## src/rtl/vend_if.sv

```systemverilog
// rtl/vend_if.sv - vending controller button, switch, LED, credit and LCD handshake bundle
interface vend_if;
  logic       botao0;
  logic       botao1;
  logic       botao2;
  logic       botao;
  logic [3:0] chave4;
  logic       led0;
  logic       led1;
  logic       led2;
  logic       led3;
  logic [7:0] credit;
  logic [7:0] change;
  logic       disp_req;
  logic       disp_ack;
  logic [3:0] disp_code;

  modport slave (
    input  botao0, botao1, botao2, botao, chave4, disp_ack,
    output led0, led1, led2, led3, credit, change, disp_req, disp_code
  );

  modport master (
    output botao0, botao1, botao2, botao, chave4, disp_ack,
    input  led0, led1, led2, led3, credit, change, disp_req, disp_code
  );
endinterface

```

## src/rtl/vend_controller.sv

```systemverilog
// rtl/vend_controller.sv - coin vending FSM with debounced buttons and coalescing LCD message handshake
module vend_controller #(
  parameter int PRICE0          = 3,
  parameter int PRICE1          = 5,
  parameter int PRICE2          = 7,
  parameter int PRICE3          = 10,
  parameter int DEBOUNCE_CYCLES = 500000,
  parameter int DISPENSE_CYCLES = 50000000,
  parameter int CHANGE_CYCLES   = 50000000
) (
  input logic iCLK_50MHZ,
  input logic iRST_N,
  vend_if.slave bus
);
  localparam int DB_W   = $clog2(DEBOUNCE_CYCLES + 1);
  localparam int TM_MAX = (DISPENSE_CYCLES > CHANGE_CYCLES) ? DISPENSE_CYCLES : CHANGE_CYCLES;
  localparam int TM_W   = $clog2(TM_MAX + 1);

  localparam logic [3:0] C_IDLE = 4'd0, C_CREDIT = 4'd1, C_DISPENSE = 4'd2,
                         C_CHANGE = 4'd3, C_REJECT = 4'd4, C_SELERR = 4'd5;

  typedef enum logic [1:0] {S_IDLE, S_COLLECT, S_DISPENSE, S_CHANGE} state_t;

  // button order: 0 coin1, 1 coin2, 2 coin5, 3 cancel
  logic [3:0]      w_btn;
  logic [3:0]      r_sync1, r_sync2, r_stable, r_pulse;
  logic [DB_W-1:0] r_db_cnt [4];

  assign w_btn = {bus.botao, bus.botao2, bus.botao1, bus.botao0};

  always_ff @(posedge iCLK_50MHZ or negedge iRST_N) begin
    if (!iRST_N) begin
      r_sync1  <= '1;
      r_sync2  <= '1;
      r_stable <= '1;
      r_pulse  <= '0;
      for (int i = 0; i < 4; i++) r_db_cnt[i] <= '0;
    end else begin
      r_sync1 <= w_btn;
      r_sync2 <= r_sync1;
      for (int i = 0; i < 4; i++) begin
        r_pulse[i] <= 1'b0;
        if (r_sync2[i] == r_stable[i]) begin
          r_db_cnt[i] <= '0;
        end else if (r_db_cnt[i] == DB_W'(DEBOUNCE_CYCLES - 1)) begin
          r_db_cnt[i] <= '0;
          r_stable[i] <= r_sync2[i];
          r_pulse[i]  <= ~r_sync2[i];
        end else begin
          r_db_cnt[i] <= r_db_cnt[i] + DB_W'(1);
        end
      end
    end
  end

  state_t          r_state;
  logic [7:0]      r_credit, r_change;
  logic [3:0]      r_led, r_sel_prev, r_msg_code;
  logic            r_msg_v;
  logic [TM_W-1:0] r_timer;

  logic [7:0] w_sum, w_price;
  logic [8:0] w_total;
  logic [2:0] w_sel_cnt;
  logic [1:0] w_sel_idx;
  logic       w_sel_valid, w_sel_multi, w_cancel;

  always_comb begin
    w_sel_cnt = '0;
    w_sel_idx = '0;
    for (int i = 0; i < 4; i++) begin
      w_sel_cnt = w_sel_cnt + {2'b00, bus.chave4[i]};
      if (bus.chave4[i]) w_sel_idx = 2'(i);
    end
    w_sel_valid = (w_sel_cnt == 3'd1);
    w_sel_multi = (w_sel_cnt > 3'd1);
    case (w_sel_idx)
      2'd0:    w_price = 8'(PRICE0);
      2'd1:    w_price = 8'(PRICE1);
      2'd2:    w_price = 8'(PRICE2);
      default: w_price = 8'(PRICE3);
    endcase
    w_sum = (r_pulse[0] ? 8'd1 : 8'd0) + (r_pulse[1] ? 8'd2 : 8'd0) + (r_pulse[2] ? 8'd5 : 8'd0);
    w_total  = {1'b0, r_credit} + {1'b0, w_sum};
    w_cancel = r_pulse[3];
  end

  always_ff @(posedge iCLK_50MHZ or negedge iRST_N) begin
    if (!iRST_N) begin
      r_state    <= S_IDLE;
      r_credit   <= '0;
      r_change   <= '0;
      r_led      <= '0;
      r_timer    <= '0;
      r_sel_prev <= '0;
      r_msg_v    <= 1'b0;
      r_msg_code <= C_IDLE;
    end else begin
      r_msg_v    <= 1'b0;
      r_sel_prev <= bus.chave4;
      case (r_state)
        S_IDLE, S_COLLECT: begin
          if (r_state == S_COLLECT && w_cancel) begin
            r_change   <= r_credit;
            r_credit   <= '0;
            r_timer    <= '0;
            r_state    <= S_CHANGE;
            r_msg_v    <= 1'b1;
            r_msg_code <= C_CHANGE;
          end else if (w_sum != 8'd0) begin
            r_msg_v <= 1'b1;
            if (w_total > 9'd255) begin
              r_msg_code <= C_REJECT;
            end else begin
              r_credit   <= w_total[7:0];
              r_state    <= S_COLLECT;
              r_msg_code <= C_CREDIT;
            end
          end else if (r_state == S_COLLECT && w_sel_valid && r_credit >= w_price) begin
            r_change          <= r_credit - w_price;
            r_credit          <= '0;
            r_led[w_sel_idx]  <= 1'b1;
            r_timer           <= '0;
            r_state           <= S_DISPENSE;
            r_msg_v           <= 1'b1;
            r_msg_code        <= C_DISPENSE;
          end else if (w_sel_multi && bus.chave4 != r_sel_prev) begin
            r_msg_v    <= 1'b1;
            r_msg_code <= C_SELERR;
          end
        end
        S_DISPENSE: begin
          if (r_timer == TM_W'(DISPENSE_CYCLES - 1)) begin
            r_led      <= '0;
            r_timer    <= '0;
            r_state    <= S_CHANGE;
            r_msg_v    <= 1'b1;
            r_msg_code <= C_CHANGE;
          end else begin
            r_timer <= r_timer + TM_W'(1);
          end
        end
        S_CHANGE: begin
          if (r_timer == TM_W'(CHANGE_CYCLES - 1)) begin
            r_change   <= '0;
            r_timer    <= '0;
            r_state    <= S_IDLE;
            r_msg_v    <= 1'b1;
            r_msg_code <= C_IDLE;
          end else begin
            r_timer <= r_timer + TM_W'(1);
          end
        end
        default: r_state <= S_IDLE;
      endcase
    end
  end

  // r_boot announces IDLE on the first cycle out of reset
  logic       r_boot, r_req, r_pend_v;
  logic [3:0] r_code, r_pend_code;
  logic       w_new_v;
  logic [3:0] w_new_code;

  assign w_new_v    = r_boot | r_msg_v;
  assign w_new_code = r_boot ? C_IDLE : r_msg_code;

  always_ff @(posedge iCLK_50MHZ or negedge iRST_N) begin
    if (!iRST_N) begin
      r_boot      <= 1'b1;
      r_req       <= 1'b0;
      r_code      <= C_IDLE;
      r_pend_v    <= 1'b0;
      r_pend_code <= C_IDLE;
    end else begin
      r_boot <= 1'b0;
      if (r_req) begin
        if (bus.disp_ack) r_req <= 1'b0;
        if (w_new_v) begin
          r_pend_v    <= 1'b1;
          r_pend_code <= w_new_code;
        end
      end else if (w_new_v) begin
        r_req    <= 1'b1;
        r_code   <= w_new_code;
        r_pend_v <= 1'b0;
      end else if (r_pend_v) begin
        r_req    <= 1'b1;
        r_code   <= r_pend_code;
        r_pend_v <= 1'b0;
      end
    end
  end

  assign bus.led0      = r_led[0];
  assign bus.led1      = r_led[1];
  assign bus.led2      = r_led[2];
  assign bus.led3      = r_led[3];
  assign bus.credit    = r_credit;
  assign bus.change    = r_change;
  assign bus.disp_req  = r_req;
  assign bus.disp_code = r_code;
endmodule
```

## src/flat_wrapper.sv

```systemverilog
// flat-port wrapper written by rule: the top's interface ports become plain ports
module vend_controller_flat 
#(
  parameter int PRICE0          = 3,
  parameter int PRICE1          = 5,
  parameter int PRICE2          = 7,
  parameter int PRICE3          = 10,
  parameter int DEBOUNCE_CYCLES = 500000,
  parameter int DISPENSE_CYCLES = 50000000,
  parameter int CHANGE_CYCLES   = 50000000
)
  (iCLK_50MHZ, iRST_N, bus_botao0, bus_botao1, bus_botao2, bus_botao, bus_chave4, bus_disp_ack, bus_led0, bus_led1, bus_led2, bus_led3, bus_credit, bus_change, bus_disp_req, bus_disp_code);
  vend_if bus_i ();
  input logic iCLK_50MHZ;
  input logic iRST_N;
  input wire logic [$bits(bus_i.botao0)-1:0] bus_botao0;
  input wire logic [$bits(bus_i.botao1)-1:0] bus_botao1;
  input wire logic [$bits(bus_i.botao2)-1:0] bus_botao2;
  input wire logic [$bits(bus_i.botao)-1:0] bus_botao;
  input wire logic [$bits(bus_i.chave4)-1:0] bus_chave4;
  input wire logic [$bits(bus_i.disp_ack)-1:0] bus_disp_ack;
  output wire logic [$bits(bus_i.led0)-1:0] bus_led0;
  output wire logic [$bits(bus_i.led1)-1:0] bus_led1;
  output wire logic [$bits(bus_i.led2)-1:0] bus_led2;
  output wire logic [$bits(bus_i.led3)-1:0] bus_led3;
  output wire logic [$bits(bus_i.credit)-1:0] bus_credit;
  output wire logic [$bits(bus_i.change)-1:0] bus_change;
  output wire logic [$bits(bus_i.disp_req)-1:0] bus_disp_req;
  output wire logic [$bits(bus_i.disp_code)-1:0] bus_disp_code;
  assign bus_i.botao0 = bus_botao0;
  assign bus_i.botao1 = bus_botao1;
  assign bus_i.botao2 = bus_botao2;
  assign bus_i.botao = bus_botao;
  assign bus_i.chave4 = bus_chave4;
  assign bus_i.disp_ack = bus_disp_ack;
  assign bus_led0 = bus_i.led0;
  assign bus_led1 = bus_i.led1;
  assign bus_led2 = bus_i.led2;
  assign bus_led3 = bus_i.led3;
  assign bus_credit = bus_i.credit;
  assign bus_change = bus_i.change;
  assign bus_disp_req = bus_i.disp_req;
  assign bus_disp_code = bus_i.disp_code;
  vend_controller #(.PRICE0(PRICE0), .PRICE1(PRICE1), .PRICE2(PRICE2), .PRICE3(PRICE3), .DEBOUNCE_CYCLES(DEBOUNCE_CYCLES), .DISPENSE_CYCLES(DISPENSE_CYCLES), .CHANGE_CYCLES(CHANGE_CYCLES)) u_core (.iCLK_50MHZ(iCLK_50MHZ), .iRST_N(iRST_N), .bus(bus_i));
endmodule
```

## config.mk

```make
export PLATFORM = sky130hd
export DESIGN_NAME = vend_controller_flat
export DESIGN_NICKNAME = d
export VERILOG_FILES = /design/src/rtl/vend_if.sv /design/src/rtl/vend_controller.sv /design/src/flat_wrapper.sv
export SDC_FILE = /design/constraint.sdc
export NUM_CORES = 1
export LEC_CHECK = 0
export CAP_MARGIN = 15
export CORE_UTILIZATION = 30
export DETAILED_ROUTE_END_ITERATION = 12
export HOLD_SLACK_MARGIN = 0.08
export PLACE_DENSITY_LB_ADDON = 0.2
export SKIP_CTS_REPAIR_TIMING = 1
export SLEW_MARGIN = 30
export SYNTH_ARGS = -nofsm -noshare
export SYNTH_HDL_FRONTEND = slang
export SYNTH_SLANG_ARGS = --single-unit
```

## constraint.sdc

```tcl
create_clock -name iCLK_50MHZ -period 3.6 [get_ports iCLK_50MHZ]
set_clock_uncertainty 0.15 [all_clocks]
set_input_delay 0.72 -clock iCLK_50MHZ [delete_from_list [all_inputs] [get_ports iCLK_50MHZ]]
set_output_delay 0.72 -clock iCLK_50MHZ [all_outputs]
set_load 0.01 [all_outputs]
```

==> results of run 1 <==
cell type report:
class                   instances  area, µm²
fillers                      2626      16500
flip-flops and latches        157       3950
multi-input cells             591       3830
repair buffers                 73        647
clock buffers                  19        443
well taps                     335        419
clock inverters                13        141
inverters                      26       97.6
power groups by stage:
stage                     Sequential, µW  Clock [µW]  Combinational, µW
final                               1830        1790                187
after global routing                1830        1940                215
after CTS                           1830        1860                191
after detailed placement            1860           0                190
after global placement              1860           0                190
after floorplan                     1850           0               92.0
layer usage:
layer  global-route usage  wire, µm  vias up
met5                    0         0        -
met4               0.0475       208        0
met3               0.0367       692       15
met2                0.212      7840       76
met1                0.185      8370     2807
li1                     -         -     2926
registers in the layout, indices dropped and copies added, names as in the netlist, 4 cells and up:
name / count
u_core.r_sync2: 4
u_core.bus.credit: 8
u_core.r_timer: 26
u_core.r_sel_prev: 4
u_core.r_stable: 4
u_core.bus.change: 8
u_core.r_pulse: 4
u_core.r_db_cnt: 76
u_core.r_sync1: 4
u_core.r_led: 4
critical path, cell delays in order:
cell	delay (ns)
clkdlybuf4s50_1	0.45
ha_1	0.29
inv_1	0.04
fa_1	0.38
ha_1	0.32
nor4_4	0.26
nand2_1	0.13
a31oi_4	0.19
nor2_2	0.07
a221o_1	0.41
mux2_1	0.34
layout by cell type (no fill, tap or decap), types with 12 or more instances in the layout:
cell type / n
nand3_1: 39
o21ai_0: 52
a21oi_1: 15
nand2_1: 58
dfrtp_1: 144
inv_1: 25
nor3_1: 16
nand4_1: 22
a31oi_1: 13
xnor2_1: 46
and3_1: 17
ha_1: 23
nor2_1: 115
and2_1: 12
buf_4: 38
clkbuf_16: 17
clkdlybuf4s50_1: 33
dfstp_2: 13
xor2_1: 40
logic make-up (layout without fill, tap and decap cells):
| group | after synthesis | count (layout) | synth area share |
|---|---|---|---|
| AOI/OAI and AO/OA | 128 | 128 | 0.110 |
| adders and majority gates | 26 | 26 | 0.0436 |
| DFF | 157 | 157 | 0.494 |
| and+or+nand+nor | 337 | 337 | 0.213 |
| buffers and inverters | 49 | 131 | 0.0282 |
| other | 1 | 2 | 0.000470 |
| xor gates and xnor gates | 86 | 86 | 0.0944 |
| muxes | 12 | 12 | 0.0166 |
metrics by stage:
step / hold WS (ns) / setup TNS, ns / power (µW) / worst slack, ns / cell area, µm²
after global placement: 0.198 / -12.74 / 2050 / -0.368 / 8920
after global routing: 0.213 / 0 / 3980 / 0.00115 / 9530
after floorplan: 0.195 / 0 / 1940 / 0.159 / 7990
final: 0.180 / 0 / 3800 / 0.151 / 9530
after detailed placement: 0.197 / -13.89 / 2050 / -0.408 / 8920
after CTS: 0.195 / 0 / 3870 / 0.0522 / 9510
how the worst max path moves through the flow:
stage,start,endpoint,slack (ns),depth (start not counted)
finish,bus_chave4[1],u_core.bus.credit[3]$_DFFE_PN0P_,0.15,11
global route,bus_chave4[1],u_core.r_timer[5]$_DFFE_PN0P_,0.001,16
CTS,bus_chave4[1],u_core.bus.change[1]$_DFFE_PN0P_,0.05,12
detailed placement,bus_chave4[1],u_core.bus.change[0]$_DFFE_PN0P_,-0.41,12
global placement,bus_chave4[1],u_core.bus.change[1]$_DFFE_PN0P_,-0.37,12
floorplan,bus_chave4[2],u_core.bus.credit[3]$_DFFE_PN0P_,0.16,14
==> impl_metrics.toml, run 1 <==
[logic_synthesis]
synth_most_common_cell = "dfrtp_1"
synth_edf_count = 0
synthArstFlopShare = 1.00
yosysTopAreaCellShare = 0.451
avgSynthCellArea_um2 = 10.0
synth_area_leaders = "dfrtp_1 (45%), nor2_1 (5.4%), xnor2_1 (5.0%)"
yosys_warnings = 0
syn_inst = 796
synth_top_area_cell = "dfrtp_1"
ys_seq_area_frac = 0.494
synth_ff_type = "dfrtp_1"
synth_seq_cells = 157
synth_area_mm2 = 0.00798
synth_commonest_cells = "dfrtp_1 (144), nor2_1 (115), nand2_1 (58), o21ai_0 (52), xnor2_1 (46)"
yosysUniqueCellTypes = 66

[sta]
slew_violations = 0
setup_violations = 0
period_share = 0.958
relSlewSlack = 0.365
rsz0062_at_grt = "no"
worst_slew_pin_slew_ns = 0.951
period_minus_slack_ns = 3.45
fmax_ghz = 0.290
final_hold_viol_count = 0

[route]
vias_per_cell = 4.80
routed_wl_um = 17100
detail_route.wl_per_cell_um = 14.1
vias = 5824
firstDrtPassIters = 5
dr.first_iter.drc_count = 360
postRouteAntennaNets = 0
drc = 0

[power]
internal_power_uw = 2920
leakage_uw = 0.00399
irDropWorstVdd_v = 0.000271
clockPowerShare = 0.471
pwr_density_cell_mw_per_mm2 = 399
p_seq_frac = 0.480
combPwrFrac = 0.049
p_sw_uw = 886
netSwitchingFraction = 0.233

[cells_and_area]
diodes = 0
fin_cells = 1214
nNetsFinal = 903
drive_above_1_share = 0.121
final_util = 0.366
syn_to_final_growth_pct = 19.3

[placement]
gp_congestion = 0.751
dpl.cell_count = 1182
port_buffers = 34
dp_hpwl_um = 11900

[global_routing]
grt_max_degree = 73
antenna_found_initial = 0
grt_usage = 0.137
grt_pass1_vias = 5753
grt_overflow_total = 0
grt_pass1_wl_um = 29300

[clocking]
cts_tree = "built"
clock_latency_ns = 0.42
cts_made_buffers = 17
h-tree-depth = 4
cts.sinks = 157
cts_buffer_depth = 2
clockRootBuffer = "clkbuf_16"
clk_pin_slew_worst_paths_ns = 0.06

[setup_path]
cp-end-kind = "flip-flop"
crit_fanout = 5
crit_type = "input port to flip-flop"
r2r-start = "u_core.r_pulse[2]$_DFF_PN0_"
cp_data_arrival_time_ns = 3.60
cp-start-kind = "input port"
cp.required_ns = 3.75
r2r-end = "u_core.bus.credit[3]$_DFFE_PN0P_"
worst_r2r_path_depth = 8
rrSetupSlack_ns = 0.49

[die]
core_area_mm2 = 0.0261
start_util = 0.306
chipHeight_um = 165
rows = 59
ioPinCount = 36
die_area_mm2 = 0.0273
die_w_um = 165

[run_status]
outcome = "completed"

[run]
cap_viol_max_count = 0

[min_path]
hold_path_class = "input port to async pin"
No activity file was read; power rests on OpenSTA's default activity.
==> run 2, diff against run 1 <==
==> constraint.sdc (replaced) <==
create_clock -name iCLK_50MHZ -period 3.09 [get_ports iCLK_50MHZ]
set_clock_uncertainty 0.15 [all_clocks]
set_input_delay 0.618 -clock iCLK_50MHZ [delete_from_list [all_inputs] [get_ports iCLK_50MHZ]]
set_output_delay 0.618 -clock iCLK_50MHZ [all_outputs]
set_load 0.01 [all_outputs]
==> run 2 against run 1 <==
Against the previous run: design area up 1.8%; sequential cell count unchanged; count of clock-buffer cells in the layout up 4; hold slack worse by 0.14 ns; total power up 18%; global-route usage up 0.17 points; critical path type is now flip-flop to flip-flop; critical endpoint unchanged; highest routed layer unchanged.
==> impl_metrics.toml, run 2 (synthesis gave the netlist of run 1 again) <==
[run_status]
outcome = "completed"

[global_routing]
grt_pass1_wl_um = 30000
grt_max_degree = 69
grt_pass1_vias = 6040
grt_usage = 0.139
grt_overflow_total = 0
top_usage_layer = "met2"
use_met1 = 0.188
antenna_found_initial = 0
gr-usage-met2 = 0.218
use_met3 = 0.0325

[cells_and_area]
syn_to_final_growth_pct = 21.5
largest_registers = "u_core.r_db_cnt x76, u_core.r_timer x26"
fin_area_mm2 = 0.00970
nNetsFinal = 912
layout.cells.most_common = "dfrtp_1"
largest_reg_flops = 76
final_util = 0.372
top_register = "u_core.r_db_cnt"
drive_above_1_share = 0.143
final_cell_mix = "dfrtp_1 (144), nor2_1 (115), nand2_1 (58)"
fin_cells = 1223
diodes = 0

[setup_path]
cp_slowest_stage_delay_ns = 0.45
cp.required_ns = 3.25
cp_data_arrival_time_ns = 3.06
cp-start-kind = "flip-flop"
worst_path_max_delay_cell = "a221o_2"
cpLargestDelayFamily = "adder cells"
cp_cell_sequence = "ha_1, ha_1, fa_1, a21o_1, a21oi_2, nor3_1, a221o_2, mux2_1"
rrSetupSlack_ns = 0.19
timing.critical_path.mode_cell = "ha_1"
crit_type = "flip-flop to flip-flop"
crit_fanout = 6
cp.buffers_inverters = 0
cp-end-kind = "flip-flop"

[clocking]
cts.sinks = 157
h-tree-depth = 4
clock_latency_ns = 0.43
cts_tree = "built"
cts_made_buffers = 17
clk_pin_slew_worst_paths_ns = 0.07
cts_buffer_depth = 2
clockRootBuffer = "clkbuf_16"

[sta]
worst_slew_pin_slew_ns = 0.734
relSlewSlack = 0.507
fmax_ghz = 0.345
rsz0062_at_grt = "no"
slew_violations = 0
whs_ns = 0.0398
final_hold_viol_count = 0
period_share = 0.938
period_minus_slack_ns = 2.90
setup_violations = 0

[placement]
gp_congestion = 0.775
dpl.cell_count = 1191
dp_hpwl_um = 11800
port_buffers = 34
placed_area_mm2 = 0.00907

[run]
cap_viol_max_count = 0

[die]
ioPinCount = 36
start_util = 0.306
die_area_mm2 = 0.0273
die_w_um = 165
core_area_mm2 = 0.0261
rows = 59
chipHeight_um = 165

[power]
power.total_uw = 4490
leakage_uw = 0.00409
pwr_density_cell_mw_per_mm2 = 463
irDropWorstVdd_v = 0.000215

[route]
postRouteAntennaNets = 0
dr.first_iter.drc_count = 311
vias_per_cell = 4.78
routed_wl_um = 16900
detail_route.wl_per_cell_um = 13.9
vias = 5849
drc = 0
firstDrtPassIters = 4

[min_path]
hold_path_class = "input port to async pin"
[run 2: routing by layer]
| metal | part of all wire | wire length, µm |
|---|---|---|
| met1 | 0.51 | 8580 |
| met4 | 0.016 | 269 |
| met3 | 0.029 | 492 |
| met2 | 0.45 | 7610 |
| met5 | 0 | 0 |
[run 2: power breakdown]
| group | leakage (µW) | internal (µW) | switching [µW] |
|---|---|---|---|
| registers | 0.00197 | 2090 | 31.7 |
| logic | 0.00183 | 103 | 129 |
| clock network | 0.000285 | 1280 | 858 |
| total | 0.00409 | 3470 | 1020 |
[run 2: final cells by class]
type	count	area [µm²]
clock buffer	23	488
clock inverter	9	110
fill	2602	16400
inverter	26	100
multi-input combinational	591	3880
sequential	157	3950
tap	335	419
timing repair buffer	82	753
[run 2: worst paths after layout]
check	from	end	depth (start not counted)
max reg2reg	u_core.r_pulse[0]$_DFF_PN0_	u_core.bus.credit[3]$_DFFE_PN0P_	8
max in group asynchronous	iRST_N	u_core.r_sync2[3]$_DFF_PN1_	2
max	u_core.r_pulse[0]$_DFF_PN0_	u_core.bus.credit[3]$_DFFE_PN0P_	8
min reg2reg	u_core.r_sync1[3]$_DFF_PN1_	u_core.r_sync2[3]$_DFF_PN1_	0
min	iRST_N	u_core.r_sel_prev[1]$_DFF_PN0_	1
min in group iCLK_50MHZ	u_core.r_sync1[3]$_DFF_PN1_	u_core.r_sync2[3]$_DFF_PN1_	0
[run 2: stage by stage]
step                      setup slack (ns)  setup TNS (ns)
final                                0.190               0
after global placement              -0.597          -24.02
after CTS                           -0.177           -2.86
after detailed placement            -0.633          -24.79
after global routing                0.0188               0
after floorplan                    -0.0128         -0.0128
==> run 3, diff against run 2 <==
==> constraint.sdc (replaced) <==
create_clock -name iCLK_50MHZ -period 3.8 [get_ports iCLK_50MHZ]
set_clock_uncertainty 0.15 [all_clocks]
set_input_delay 0.76 -clock iCLK_50MHZ [delete_from_list [all_inputs] [get_ports iCLK_50MHZ]]
set_output_delay 0.76 -clock iCLK_50MHZ [all_outputs]
set_load 0.01 [all_outputs]
==> run 3 against run 2 <==
Against the previous run: clock power fell by 18%; register-to-register slack improved by 0.35 ns; utilization fell by 0.97 points; largest cell class unchanged.
==> impl_metrics.toml, run 3 (synthesis gave the netlist of run 1 again) <==
[run_status]
outcome = "completed"

[die]
die_w_um = 165
core_area_mm2 = 0.0261
ioPinCount = 36
rows = 59
start_util = 0.306
die_area_mm2 = 0.0273
chipHeight_um = 165

[sta]
worst_slew_pin_slew_ns = 0.867
slew_violations = 0
rsz0062_at_grt = "no"
setup_violations = 0
whs_ns = 0.172
fmax_ghz = 0.278
period_share = 0.945
period_minus_slack_ns = 3.59
relSlewSlack = 0.421
final_hold_viol_count = 0

[setup_path]
crit_start = "bus_chave4[1]"
timing.critical_path.mode_cell = "ha_1"
cp_data_arrival_time_ns = 3.74
r2r-start = "u_core.r_pulse[2]$_DFF_PN0_"
worst_path_max_delay_cell = "clkdlybuf4s50_1"
cp_slowest_stage_delay_ns = 0.48
worst_r2r_path_depth = 8
cp.depth = 12
cp-end-kind = "flip-flop"
r2r-end = "u_core.bus.credit[3]$_DFFE_PN0P_"
cpLargestDelayFamily = "adder cells"
cp.buffers_inverters = 3
cp_cell_sequence = "clkdlybuf4s50_1, ha_1, inv_1, fa_1, ha_1, nor4_2, nand2_1, a31oi_4, buf_4, a21oi_4, nand2b_1, a221o_1"
crit_type = "input port to flip-flop"
crit_path_end = "u_core.bus.change[0]$_DFFE_PN0P_"
crit_fanout = 5
rrSetupSlack_ns = 0.54
cp.required_ns = 3.95
cp-start-kind = "input port"

[route]
detail_route.wl_per_cell_um = 13.9
drc = 0
postRouteAntennaNets = 0
firstDrtPassIters = 4
vias_per_cell = 4.73
vias = 5690
dr.first_iter.drc_count = 347
routed_wl_um = 16800

[power]
leakage_uw = 0.00395
pwr_density_cell_mw_per_mm2 = 385
irDropWorstVdd_v = 0.000261
power.total_uw = 3640

[cells_and_area]
largest_registers = "u_core.r_db_cnt x76, u_core.r_timer x26"
nNetsFinal = 893
fillers = 2628
final_cell_mix = "dfrtp_1 (144), nor2_1 (115), nand2_1 (58)"
layout.cells.most_common = "dfrtp_1"
diodes = 0
syn_to_final_growth_pct = 18.4
multi_input_area_mm2 = 0.00382
drive_above_1_share = 0.108
top_register = "u_core.r_db_cnt"
fin_area_mm2 = 0.00945
largest_reg_flops = 76
fin_cells = 1204
seq_area_mm2 = 0.00395

[clocking]
cts_made_buffers = 17
h-tree-depth = 4
clk_pin_slew_worst_paths_ns = 0.06
cts_buffer_depth = 2
cts.sinks = 157
clockRootBuffer = "clkbuf_16"
clock_latency_ns = 0.43
cts_tree = "built"

[global_routing]
grt_usage = 0.135
grt_pass1_wl_um = 28900
grt_overflow_total = 0
grt_pass1_vias = 5670
grt_max_degree = 69
antenna_found_initial = 0

[run]
cap_viol_max_count = 0

[min_path]
hold_path_class = "input port to async pin"

[placement]
dpl.cell_count = 1172
gp_congestion = 0.777
port_buffers = 34
dp_hpwl_um = 11800
placed_area_mm2 = 0.00885
[run 3: cell count changes in the layout (fill, tap and decap cells not counted), sizes merged]
cell	delta
clkinv	-1
dlymetal6s2s	-4
clkdlybuf4s50	+4
inv	+7
buf	-19
clkinvlp	-2
clkbuf	-4
[run 3: power breakdown]
part	total [µW]	internal, µW	leakage [µW]	switching (µW)
sequential	1730	1700	0.00197	26.1
clock	1740	1010	0.000293	736
combinational	170	69.5	0.00169	100
[run 3: cell type report]
type                    count  area share
well taps                 335      0.0444
repair buffers             63      0.0605
clock inverters            13      0.0166
clock buffers              19      0.0469
flip-flops and latches    157       0.418
multi-input cells         591       0.404
inverters                  26      0.0103
[run 3: stage by stage]
step	TNS [ns]	util	worst slack [ns]
2_1_floorplan	0	-	0.319
3_3_place_gp	-4.33	0.340	-0.207
3_5_place_dp	-5.62	0.340	-0.246
4_1_cts	0	0.363	0.209
5_1_grt	0	0.363	0.0323
6_report	0	0.363	0.208
[run 3: how the worst min path moves through the flow]
stage / depth (start not counted) / to
finish: 1 / u_core.r_db_cnt[27]$_DFF_PN0_
floorplan: 0 / u_core.r_sync2[0]$_DFF_PN1_
global placement: 0 / u_core.r_sync2[1]$_DFF_PN1_
CTS: 1 / u_core.r_db_cnt[27]$_DFF_PN0_
detailed placement: 0 / u_core.r_sync2[1]$_DFF_PN1_
global route: 0 / u_core.r_sync2[1]$_DFF_PN1_
[run 3: layer usage]
metal | GRT usage | wire [µm] | up-vias
li1 | - | - | 2914
met1 | 0.183 | 8300 | 2715
met2 | 0.209 | 7750 | 55
met3 | 0.0382 | 638 | 6
met4 | 0.0367 | 91 | 0
met5 | 0 | 0 | -
[run 3: worst reg2reg max path, cell delays in order, from the launching register on]
cell and delay (ns):
dfrtp_1 0.42, ha_1 0.22, ha_1 0.37, fa_1 0.47
a21o_1 0.21, a21oi_1 0.32, nor3_1 0.18, a221o_1 0.46
mux2_1 0.34
